[src/rtl/io_bus_ctrl_pkg.sv]
// Shared types and codes for the IO bus master and its device-side models.
package io_bus_ctrl_pkg;

    // Bus master phases
    typedef enum logic [1:0] {
        S_IDLE   = 2'd0,
        S_SETUP  = 2'd1,
        S_ACCESS = 2'd2,
        S_DONE   = 2'd3
    } state_e;

    // Completion status reported alongside done
    localparam logic [1:0] ERR_OK  = 2'b00;
    localparam logic [1:0] ERR_TO  = 2'b01;
    localparam logic [1:0] ERR_DEC = 2'b10;

    // Captured request kind; a write clears both read targets
    typedef struct packed {
        logic wr;
        logic rd_a;
        logic rd_b;
    } req_type_t;

    // Write wins over reads; both read enables together form one read to both ports
    function automatic req_type_t classify_req(input logic wt, input logic ra, input logic rb);
        req_type_t r;
        r.wr   = wt;
        r.rd_a = ~wt & ra;
        r.rd_b = ~wt & rb;
        return r;
    endfunction

endpackage

[src/rtl/io_bus_ctrl_addr_decode.sv]
// Address decoder: device index -> one-hot chip select, register offset, valid flag.
module io_addr_decode #(
    parameter int unsigned IONUM    = 16,
    parameter int unsigned ADDR_W   = 32,
    parameter int unsigned REG_BITS = 4
) (
    input  logic [ADDR_W-1:0]   addr,
    output logic [IONUM-1:0]    cs_c,
    output logic [REG_BITS-1:0] reg_addr_c,
    output logic                valid_c
);

    localparam int unsigned IDX_W = ADDR_W - REG_BITS;

    logic [IDX_W-1:0] dev_idx;

    assign dev_idx    = addr[ADDR_W-1:REG_BITS];
    assign reg_addr_c = addr[REG_BITS-1:0];

    // One-hot select; an index beyond the device count selects nothing
    always_comb begin
        cs_c    = '0;
        valid_c = 1'b0;
        for (int unsigned k = 0; k < IONUM; k++) begin
            if (dev_idx == IDX_W'(k)) begin
                cs_c[k] = 1'b1;
                valid_c = 1'b1;
            end
        end
    end

endmodule

[src/rtl/io_bus_ctrl.sv]
// Registered, handshaked bus master between the CPU datapath and memory-mapped IO devices.
module io_bus_ctrl
    import io_bus_ctrl_pkg::*;
#(
    parameter int unsigned IONUM    = 16,
    parameter int unsigned DATA_W   = 32,
    parameter int unsigned ADDR_W   = 32,
    parameter int unsigned REG_BITS = 4,
    parameter int unsigned TIMEOUT  = 255
) (
    input  logic                    clk,
    input  logic                    rst_n,
    input  logic                    wt_en,
    input  logic                    rd_A_en,
    input  logic                    rd_B_en,
    input  logic [ADDR_W-1:0]       addr_in,
    input  logic [DATA_W-1:0]       data_in,
    output logic                    req_ready,
    output logic                    done,
    output logic [1:0]              err,
    output logic [DATA_W-1:0]       data_A_out,
    output logic [DATA_W-1:0]       data_B_out,
    output logic [IONUM-1:0]        cs_io,
    output logic                    wt_io,
    output logic                    rd_io,
    output logic [REG_BITS-1:0]     register_addr_out,
    output logic [DATA_W-1:0]       io_wdata,
    input  logic [IONUM*DATA_W-1:0] io_rdata,
    input  logic [IONUM-1:0]        io_ack
);

    localparam int unsigned     CNT_W   = $clog2(TIMEOUT + 1);
    localparam logic [CNT_W-1:0] CNT_MAX = CNT_W'(TIMEOUT);

    state_e              state_q, state_d;
    logic [ADDR_W-1:0]   addr_q, addr_d;
    logic [DATA_W-1:0]   wdata_q, wdata_d;
    req_type_t           req_q, req_d;
    logic [CNT_W-1:0]    cnt_q, cnt_d;

    logic                req_ready_q, req_ready_d;
    logic                done_q, done_d;
    logic [1:0]          err_q, err_d;
    logic [DATA_W-1:0]   data_a_q, data_a_d;
    logic [DATA_W-1:0]   data_b_q, data_b_d;
    logic [IONUM-1:0]    cs_io_q, cs_io_d;
    logic                wt_io_q, wt_io_d;
    logic                rd_io_q, rd_io_d;
    logic [REG_BITS-1:0] reg_addr_q, reg_addr_d;
    logic [DATA_W-1:0]   io_wdata_q, io_wdata_d;

    logic                accept_c;
    logic [IONUM-1:0]    dec_cs_c;
    logic [REG_BITS-1:0] dec_reg_c;
    logic                dec_valid_c;
    logic                ack_hit_c;
    logic [CNT_W-1:0]    cnt_inc_c;
    logic                timeout_c;
    logic [DATA_W-1:0]   rdata_sel_c;

    assign accept_c  = (state_q == S_IDLE) & (wt_en | rd_A_en | rd_B_en);
    // Decode the address about to be held so a bad index is seen on the accept cycle
    assign addr_d    = accept_c ? addr_in : addr_q;
    assign ack_hit_c = |(io_ack & cs_io_q);
    assign cnt_inc_c = cnt_q + CNT_W'(1);
    assign timeout_c = (cnt_inc_c == CNT_MAX);

    io_addr_decode #(
        .IONUM    (IONUM),
        .ADDR_W   (ADDR_W),
        .REG_BITS (REG_BITS)
    ) u_decode (
        .addr       (addr_d),
        .cs_c       (dec_cs_c),
        .reg_addr_c (dec_reg_c),
        .valid_c    (dec_valid_c)
    );

    // Read bus of the currently selected device
    always_comb begin
        rdata_sel_c = '0;
        for (int unsigned k = 0; k < IONUM; k++) begin
            if (cs_io_q[k]) begin
                rdata_sel_c = io_rdata[k*DATA_W +: DATA_W];
            end
        end
    end

    // State register
    always_ff @(posedge clk or negedge rst_n) begin
        if (!rst_n) begin
            state_q <= S_IDLE;
        end else begin
            state_q <= state_d;
        end
    end

    // Next state, request latches and access counter
    always_comb begin
        state_d = state_q;
        wdata_d = wdata_q;
        req_d   = req_q;
        cnt_d   = cnt_q;
        case (state_q)
            S_IDLE: begin
                if (accept_c) begin
                    req_d   = classify_req(wt_en, rd_A_en, rd_B_en);
                    wdata_d = data_in;
                    state_d = dec_valid_c ? S_SETUP : S_DONE;
                end
            end
            S_SETUP: begin
                cnt_d   = '0;
                state_d = S_ACCESS;
            end
            S_ACCESS: begin
                cnt_d = cnt_inc_c;
                if (ack_hit_c || timeout_c) begin
                    state_d = S_DONE;
                end
            end
            S_DONE: begin
                state_d = S_IDLE;
            end
            default: begin
                state_d = S_IDLE;
            end
        endcase
    end

    // Output values for the coming cycle, derived from the next state
    always_comb begin
        req_ready_d = (state_d == S_IDLE);
        done_d      = 1'b0;
        err_d       = ERR_OK;
        data_a_d    = data_a_q;
        data_b_d    = data_b_q;
        cs_io_d     = '0;
        wt_io_d     = 1'b0;
        rd_io_d     = 1'b0;
        reg_addr_d  = '0;
        io_wdata_d  = '0;

        if (state_d == S_SETUP || state_d == S_ACCESS) begin
            cs_io_d    = dec_cs_c;
            reg_addr_d = dec_reg_c;
            io_wdata_d = wdata_d;
        end

        if (state_d == S_ACCESS) begin
            wt_io_d = req_d.wr;
            rd_io_d = ~req_d.wr;
        end

        if (state_d == S_DONE) begin
            done_d = 1'b1;
            if (state_q == S_IDLE) begin
                err_d = ERR_DEC;
            end else if (!ack_hit_c) begin
                err_d = ERR_TO;
            end
        end

        // Ack beats timeout; a timed-out read returns all ones
        if (state_q == S_ACCESS && state_d == S_DONE) begin
            if (req_q.rd_a) begin
                data_a_d = ack_hit_c ? rdata_sel_c : '1;
            end
            if (req_q.rd_b) begin
                data_b_d = ack_hit_c ? rdata_sel_c : '1;
            end
        end
    end

    // Request latches and counter registers
    always_ff @(posedge clk or negedge rst_n) begin
        if (!rst_n) begin
            addr_q  <= '0;
            wdata_q <= '0;
            req_q   <= '0;
            cnt_q   <= '0;
        end else begin
            addr_q  <= addr_d;
            wdata_q <= wdata_d;
            req_q   <= req_d;
            cnt_q   <= cnt_d;
        end
    end

    // Output registers; reset drops select and strobes immediately
    always_ff @(posedge clk or negedge rst_n) begin
        if (!rst_n) begin
            req_ready_q <= 1'b1;
            done_q      <= 1'b0;
            err_q       <= ERR_OK;
            data_a_q    <= '0;
            data_b_q    <= '0;
            cs_io_q     <= '0;
            wt_io_q     <= 1'b0;
            rd_io_q     <= 1'b0;
            reg_addr_q  <= '0;
            io_wdata_q  <= '0;
        end else begin
            req_ready_q <= req_ready_d;
            done_q      <= done_d;
            err_q       <= err_d;
            data_a_q    <= data_a_d;
            data_b_q    <= data_b_d;
            cs_io_q     <= cs_io_d;
            wt_io_q     <= wt_io_d;
            rd_io_q     <= rd_io_d;
            reg_addr_q  <= reg_addr_d;
            io_wdata_q  <= io_wdata_d;
        end
    end

    assign req_ready         = req_ready_q;
    assign done              = done_q;
    assign err               = err_q;
    assign data_A_out        = data_a_q;
    assign data_B_out        = data_b_q;
    assign cs_io             = cs_io_q;
    assign wt_io             = wt_io_q;
    assign rd_io             = rd_io_q;
    assign register_addr_out = reg_addr_q;
    assign io_wdata          = io_wdata_q;

endmodule

[config.mk]
export PLATFORM = sky130hd
export DESIGN_NAME = io_bus_ctrl
export DESIGN_NICKNAME = d
export VERILOG_FILES = /design/src/rtl/io_bus_ctrl_pkg.sv /design/src/rtl/io_bus_ctrl_addr_decode.sv /design/src/rtl/io_bus_ctrl.sv
export SDC_FILE = /design/constraint.sdc
export NUM_CORES = 1
export LEC_CHECK = 0
export CORE_AREA = 2 2 282 284
export CTS_BUF_LIST = sky130_fd_sc_hd__clkbuf_4 sky130_fd_sc_hd__clkbuf_8
export CTS_CLUSTER_DIAMETER = 30
export DETAILED_ROUTE_END_ITERATION = 8
export DIE_AREA = 0 0 284 286
export GPL_TIMING_DRIVEN = 0
export PLACE_DENSITY = 0.38
export SLEW_MARGIN = 20
export SYNTH_ARGS = -nofsm -noshare
export SYNTH_HDL_FRONTEND = slang
export SYNTH_HIERARCHICAL = 1
export SYNTH_SLANG_ARGS = --single-unit
[constraint.sdc]
create_clock -name clk -period 5.2 [get_ports clk]
set_input_delay 0.78 -clock clk [delete_from_list [all_inputs] [get_ports clk]]
set_output_delay 0.78 -clock clk [all_outputs]
set_load 0.01 [all_outputs]
==> reports/qor.csv <==
stage,metric,value,unit
final_layout,drive_above_1_share,0.0761,
sta,report.final.setup_viol,0,
run,drv_cap,0,
worst_setup_path,startpoint_type,input pin,
routing,wire_per_inst,29.5,um
status,status,"complete, no violations",
routing,drc,0,
worst_setup_path,cp.arrival,5.31,ns
global_routing,grt_pass1_wl,120000,um
power,switchingPower,2.56,mW
synthesis,yosys.area_share.adder,0.00885,
power,p_leak,7.73,nW
worst_setup_path,worstSetupStartpoint,wt_en,
sta,finClkSkew,0.0304,ns
clocking,clockBufferDepth,2,
synthesis,async_flop_share,1.00,
placement,dp_cells,2949,
worst_setup_path,critPathMaxFanout,10,
routing,ant_nets,0,
worst_hold_path,min_path_type,input pin to asynchronous set/reset pin,
worst_setup_path,r2r_slack,0.53,ns
clocking,cts_tree,yes,
sta,hold_ws,0.0633,ns
routing,drt_iter0_markers,937,
floorplanning,die_width,284,um
global_routing,antenna_found_initial,33,
synthesis,synth_cells,1179,
worst_setup_path,path_cells,clkdlybuf4s50_1 -> o31ai_4 -> clkbuf_4 -> buf_2 -> mux2_2 -> nor4_2 -> nand2_2 -> clkbuf_1 -> nor2_2 -> o21ai_0 -> mux2_2 -> ha_1 -> and3_2 -> nor2b_2 -> clkbuf_2 -> a21oi_1,
sta,final_hold_viol_count,0,
power,swShare,0.369,
final_layout,layout.nets,2523,
clocking,htreeDepth,4,
global_routing,track_usage,0.212,
synthesis,synthesis.nets,1784,
sta,fin_tns_setup,0,ns
global_routing,grt-ovfl-total,0,
worst_setup_path,worstSetupEndpointType,flip-flop,
worst_setup_path,crit_slowest_cell,clkdlybuf4s50_1,
synthesis,synth_top_family_by_area,compound AO/OA/AOI/OAI gates,
worst_setup_path,worst-setup-path-type,input pin to flip-flop,
sta,min_period,4.84,ns
final_layout,syn2layout_area_growth,80.9,%
global_routing,grt_pass1_vias,14119,
sta,grt_setup_unrepaired,no,
global_routing,grt_max_degree,84,
routing,dr.pass1.iters,6,
sta,slew_viol_final,0,
clocking,cts_buffers,17,
routing,via_per_inst,4.55,
clocking,clkTransAtPathRegs,0.14,ns
sta,fin_crit_sh,0.930,
synthesis,synth_mux_area_frac,0.0656,
power,p_per_area,339,nW/um^2
power,seqPwrFrac,0.348,
power,peakVddDrop,0.000191,V
clocking,clock-root-buffer,clkbuf_8,
worst_setup_path,critPathRequiredTime,5.68,ns
synthesis,synth_xor_area_frac,0.00155,
worst_setup_path,critPathMaxStageDelay,0.50,ns
synthesis,synth_top_flop_cell,dfrtp_1,
synthesis,synth-edff-count,0,
worst_setup_path,reg2reg_from,state_q[1],
clocking,cts_sinks,199,
final_layout,instances_no_fill,2996,
sta,clock.fmax,207,MHz
sta,slew_headroom,0.197,
synthesis,yosysSeqAreaShare,0.440,
routing,num_vias,13630,
floorplanning,start_util,0.144,
clocking,clk_latency,0.57,ns
routing,wl,88500,um
floorplanning,rows,103,
synthesis,synth_cell_types,49,
synthesis,syn_area,11300,um^2
synthesis,synth_compound_area_frac,0.299,
placement,io_buffers,718,
power,clkPwrFrac,0.173,
clocking,cts_hold_buffers,0,
synthesis,ys_ff_latch,199,
floorplanning,core_area,78400,um^2
floorplanning,die-area,81200,um^2
worst_setup_path,cpMostUsedCell,mux2_2,
floorplanning,ioPinCount,719,
power,combPwrFrac,0.479,
placement,gp_congestion,0.915,
placement,dp_hpwl,73100,um
synthesis,yosys.area_share.simple,0.125,
floorplanning,die_h,286,um
power,p_int,4.38,mW
synthesis,synth_warnings,6,
synthesis,synth_area_per_cell,9.59,um^2
sta,max_slew.worst_pin.slew,1.20,ns
## final timing paths
| path | to | cells after the start |
|---|---|---|
| worst max register to register | data_A_out[16] | 17 |
| max in group asynchronous | data_B_out[19] | 2 |
| worst min register to register | wdata_q[21] | 1 |
| min in group clk | wdata_q[21] | 1 |
| worst min-delay path | wdata_q[9] | 1 |
| worst max-delay path | data_A_out[16] | 16 |
## routing by layer
metal / GRT usage / part of all wire / wire (um) / vias up
li1: - / - / - / 6041
met4: 0.0516 / 0.016 / 1390 / 28
met3: 0.0742 / 0.090 / 7920 / 87
met5: 0 / 0.0018 / 160 / -
met2: 0.350 / 0.48 / 42200 / 647
met1: 0.264 / 0.42 / 36800 / 6827
## final cells by class
cell class              instances  area (um^2)
fillers                      8621        57900
repair buffers                722         7260
multi-input cells             815         5710
flip-flops and latches        199         4980
well taps                    1050         1310
plain buffers                 116          513
clock buffers                  17          234
clock inverters                15          234
inverters                      47          176
diodes                         15         37.5
## critical path: cells and delay by family
kind	cells	cell delay, ns
and+or+nand+nor	5	1.32
buffers and inverters	5	1.63
AOI/OAI and AO/OA	3	0.60
adders and majority gates	1	0.27
muxes	2	0.70
## sequential cells by signal, summed over array words and instances (netlist names), 2 cells and up
register and count:
addr_q 32, data_A_out 32, data_B_out 32, io_wdata 32, wdata_q 32, cs_io 16, cnt_q 8, register_addr_out 4
req_q 3, err 2, state_q 2
## cell families (layout without fill, tap and decap cells)
logic type,count (synthesis),count (layout)
compound gates,447,447
xor+xnor,2,2
fa+ha+maj,8,8
buf+inv,165,917
flops,199,199
mux,66,66
other cells,0,15
simple gates,292,292
## metrics by stage
| step | util | setup WS [ns] | cell area [um^2] | power (mW) |
|---|---|---|---|---|
| 2_1_floorplan | - | 0.650 | 11300 | 3.94 |
| 3_3_place_gp | 0.253 | -5.86 | 19800 | 5.77 |
| 3_5_place_dp | 0.254 | -2.37 | 19900 | 5.82 |
| 4_1_cts | 0.260 | 0.0108 | 20400 | 7.10 |
| 5_1_grt | 0.261 | 0.00131 | 20400 | 7.46 |
| 6_report | 0.261 | 0.362 | 20500 | 6.94 |
## placed cells by master, fill, tap and decap left out, types with 15 or more instances in the layout
master	instances
clkdlybuf4s50_1	717
dfrtp_1	198
nor2_1	131
a221o_1	93
clkbuf_1	90
o22ai_1	67
a21oi_1	65
mux2_2	65
a211oi_1	63
and2_1	54
inv_1	46
nand2_1	45
a22oi_1	33
a222oi_1	32
o221ai_1	32
o21ai_1	30
clkbuf_8	17
nor4_1	16
diode_2	15
## cell usage after synthesis (8+ instances only)
library cell	n	share of area
o21ai_0	8	0.0035
inv_1	46	0.015
nor2_1	132	0.044
ha_1	8	0.0089
and2_1	54	0.030
mux2_2	65	0.065
a21oi_1	65	0.029
clkbuf_1	99	0.033
dfrtp_1	198	0.44
a22oi_1	33	0.022
nor4_1	20	0.011
o221ai_1	32	0.025
a221o_1	93	0.082
nand2_1	46	0.015
a222oi_1	32	0.028
o21ai_1	30	0.013
a211oi_1	63	0.042
o22ai_1	67	0.037
## power by group through the flow
stage	logic, mW	registers, mW	clock network (mW)
3_5_place_dp	3.36	2.46	0
3_3_place_gp	3.32	2.45	0
5_1_grt	3.64	2.49	1.33
2_1_floorplan	1.36	2.58	0
4_1_cts	3.40	2.42	1.28
6_report	3.32	2.42	1.20
## repair_timing
action,CTS,global route
pin swaps,0,2
setup buffers,0,2
gates resized for setup,22,3
setup endpoints to repair,120,63
No activity file was read; power rests on OpenSTA's default activity.
==> RTL edit, RTL diff (config.mk and constraints unchanged) <==
`ADDR_W` is set to 32 in 2 places; all go to 40.
--- a/src/rtl/io_bus_ctrl_addr_decode.sv
+++ b/src/rtl/io_bus_ctrl_addr_decode.sv
@@ -3,3 +3,3 @@
     parameter int unsigned IONUM    = 16,
-    parameter int unsigned ADDR_W   = 32,
+    parameter int unsigned ADDR_W   = 40,
     parameter int unsigned REG_BITS = 4
--- a/src/rtl/io_bus_ctrl.sv
+++ b/src/rtl/io_bus_ctrl.sv
@@ -6,3 +6,3 @@
     parameter int unsigned DATA_W   = 32,
-    parameter int unsigned ADDR_W   = 32,
+    parameter int unsigned ADDR_W   = 40,
     parameter int unsigned REG_BITS = 4,
Interface: changed (resized addr_in); port bits go from 719 to 727. The function was not compared with the original's and may differ.
==> RTL edit against the unedited design <==
- maximum frequency is 1.7% lower
- total power is 34% higher
- area after synthesis is 4.2% higher
- combinational power is 11% higher
- sequential cell count is 8 higher
- clock power grew to 2.6 times the old value
- setup slack worse by 0.082 ns
- die area stayed put
- clock skew is 0.0041 ns higher
- design area is 8.8% higher
- wire length is 1.7% lower
- critical endpoint is now data_A_out[28]
- largest power group unchanged
==> RTL edit: results (changes against the unedited design) <==
Global route
  • GRT Total Usage: 20.6% (was 21.2%)
  • First-pass GRT wire length: 118000 µm (was 120000 µm)
  • GRT met1 Usage: 24.1% (was 26.4%)
  • Largest net degree at the start of global routing: 90 (was 84)
  • Initial antenna violation count: 34 (was 33)

Setup path
  • Crit path from: rd_B_en (was wt_en)

Drt
  • Routed vias: 14093 (was 13630)
  • Initial DRC Count: 1008 (was 937)
  • Detail Route met3 WL: 7440 µm (was 7920 µm)
  • Routed vias/inst: 4.49 (was 4.55)

Final layout
  • # diodes: 16 (was 15)
  • # clk buffers: 92 (was 17)
  • Non-clk buf share: 35.5% (was 38.0%)
  • Number of non-clock inverters: 46 (was 47)
  • Fillcell total: 8516 (was 8621)
  • Layout Nets: 2629 (was 2523)
  • Final Instance Area: 0.0223 mm² (was 0.0205 mm²)
  • Count of multi-input gates: 839 (was 815)
  • Fraction of layout cells with a size suffix above 1: 12.7% (was 7.61%)

Synthesis
  • Syn_nets: 1828 (was 1784)
  • Commonest cells post-synth: 206 x dfrtp_1, 132 x nor2_1, 102 x clkbuf_1 (was 198 x dfrtp_1, 132 x nor2_1, 99 x clkbuf_1)
  • Sequential area share after synthesis: 44.0% (about the same)

STA
  • Rel. slew slack: 24.1% (was 19.7%)

Clocking
  • Worst-path clk slew: 0.05 ns (was 0.14 ns)
  • Max Buffers Root-to-Sink: 3 (was 2)

Pwr
  • Combinational power: 3.67 mW (was 3.32 mW)
  • Power Density: 419 mW/mm² (was 339 mW/mm²)

Place
  • IO buf count: 726 (was 718)
  • DPL Wire Length: 71300 µm (was 73100 µm)
  • Post-DP Area: 0.0204 mm² (was 0.0199 mm²)
  • Place WS: -1.88 ns (was -2.37 ns)
  • Gpl congestion: 0.912 (was 0.915)

Outcome
  • Status: completed (unchanged)
[RTL edit: cell count changes after synthesis, moves of 3 or more]
cell      delta
clkbuf_1     +3
dfrtp_1      +8
mux2_2       +8
nand2_1     +10
nand2b_1     -3
nor2b_1      +3
nor3_2       +9
nor4_1      -19
nor4_2       +6
nor4b_1      +6
[RTL edit: logic make-up (layout without fill, tap and decap cells)]
kind of cell / Yosys count / in the layout / synth area share [%]
AO/OA/AOI/OAI: 447 / 447 / 28.7
other: 0 / 16 / 0
multiplexers: 74 / 74 / 7.06
XOR/XNOR: 3 / 3 / 0.223
adder cells (fa/ha/maj): 8 / 8 / 0.850
buffers and inverters: 169 / 1025 / 5.93
flip-flops: 207 / 207 / 44.0
AND/OR/NAND/NOR: 307 / 307 / 13.3
[RTL edit: what timing repair did]
action	4_1_cts	5_1_grt
pin swaps	0	1
hold endpoints to repair	2	0
setup buffers	0	1
setup endpoints to repair	114	60
gates resized for setup	18	11
hold buffers	1	0
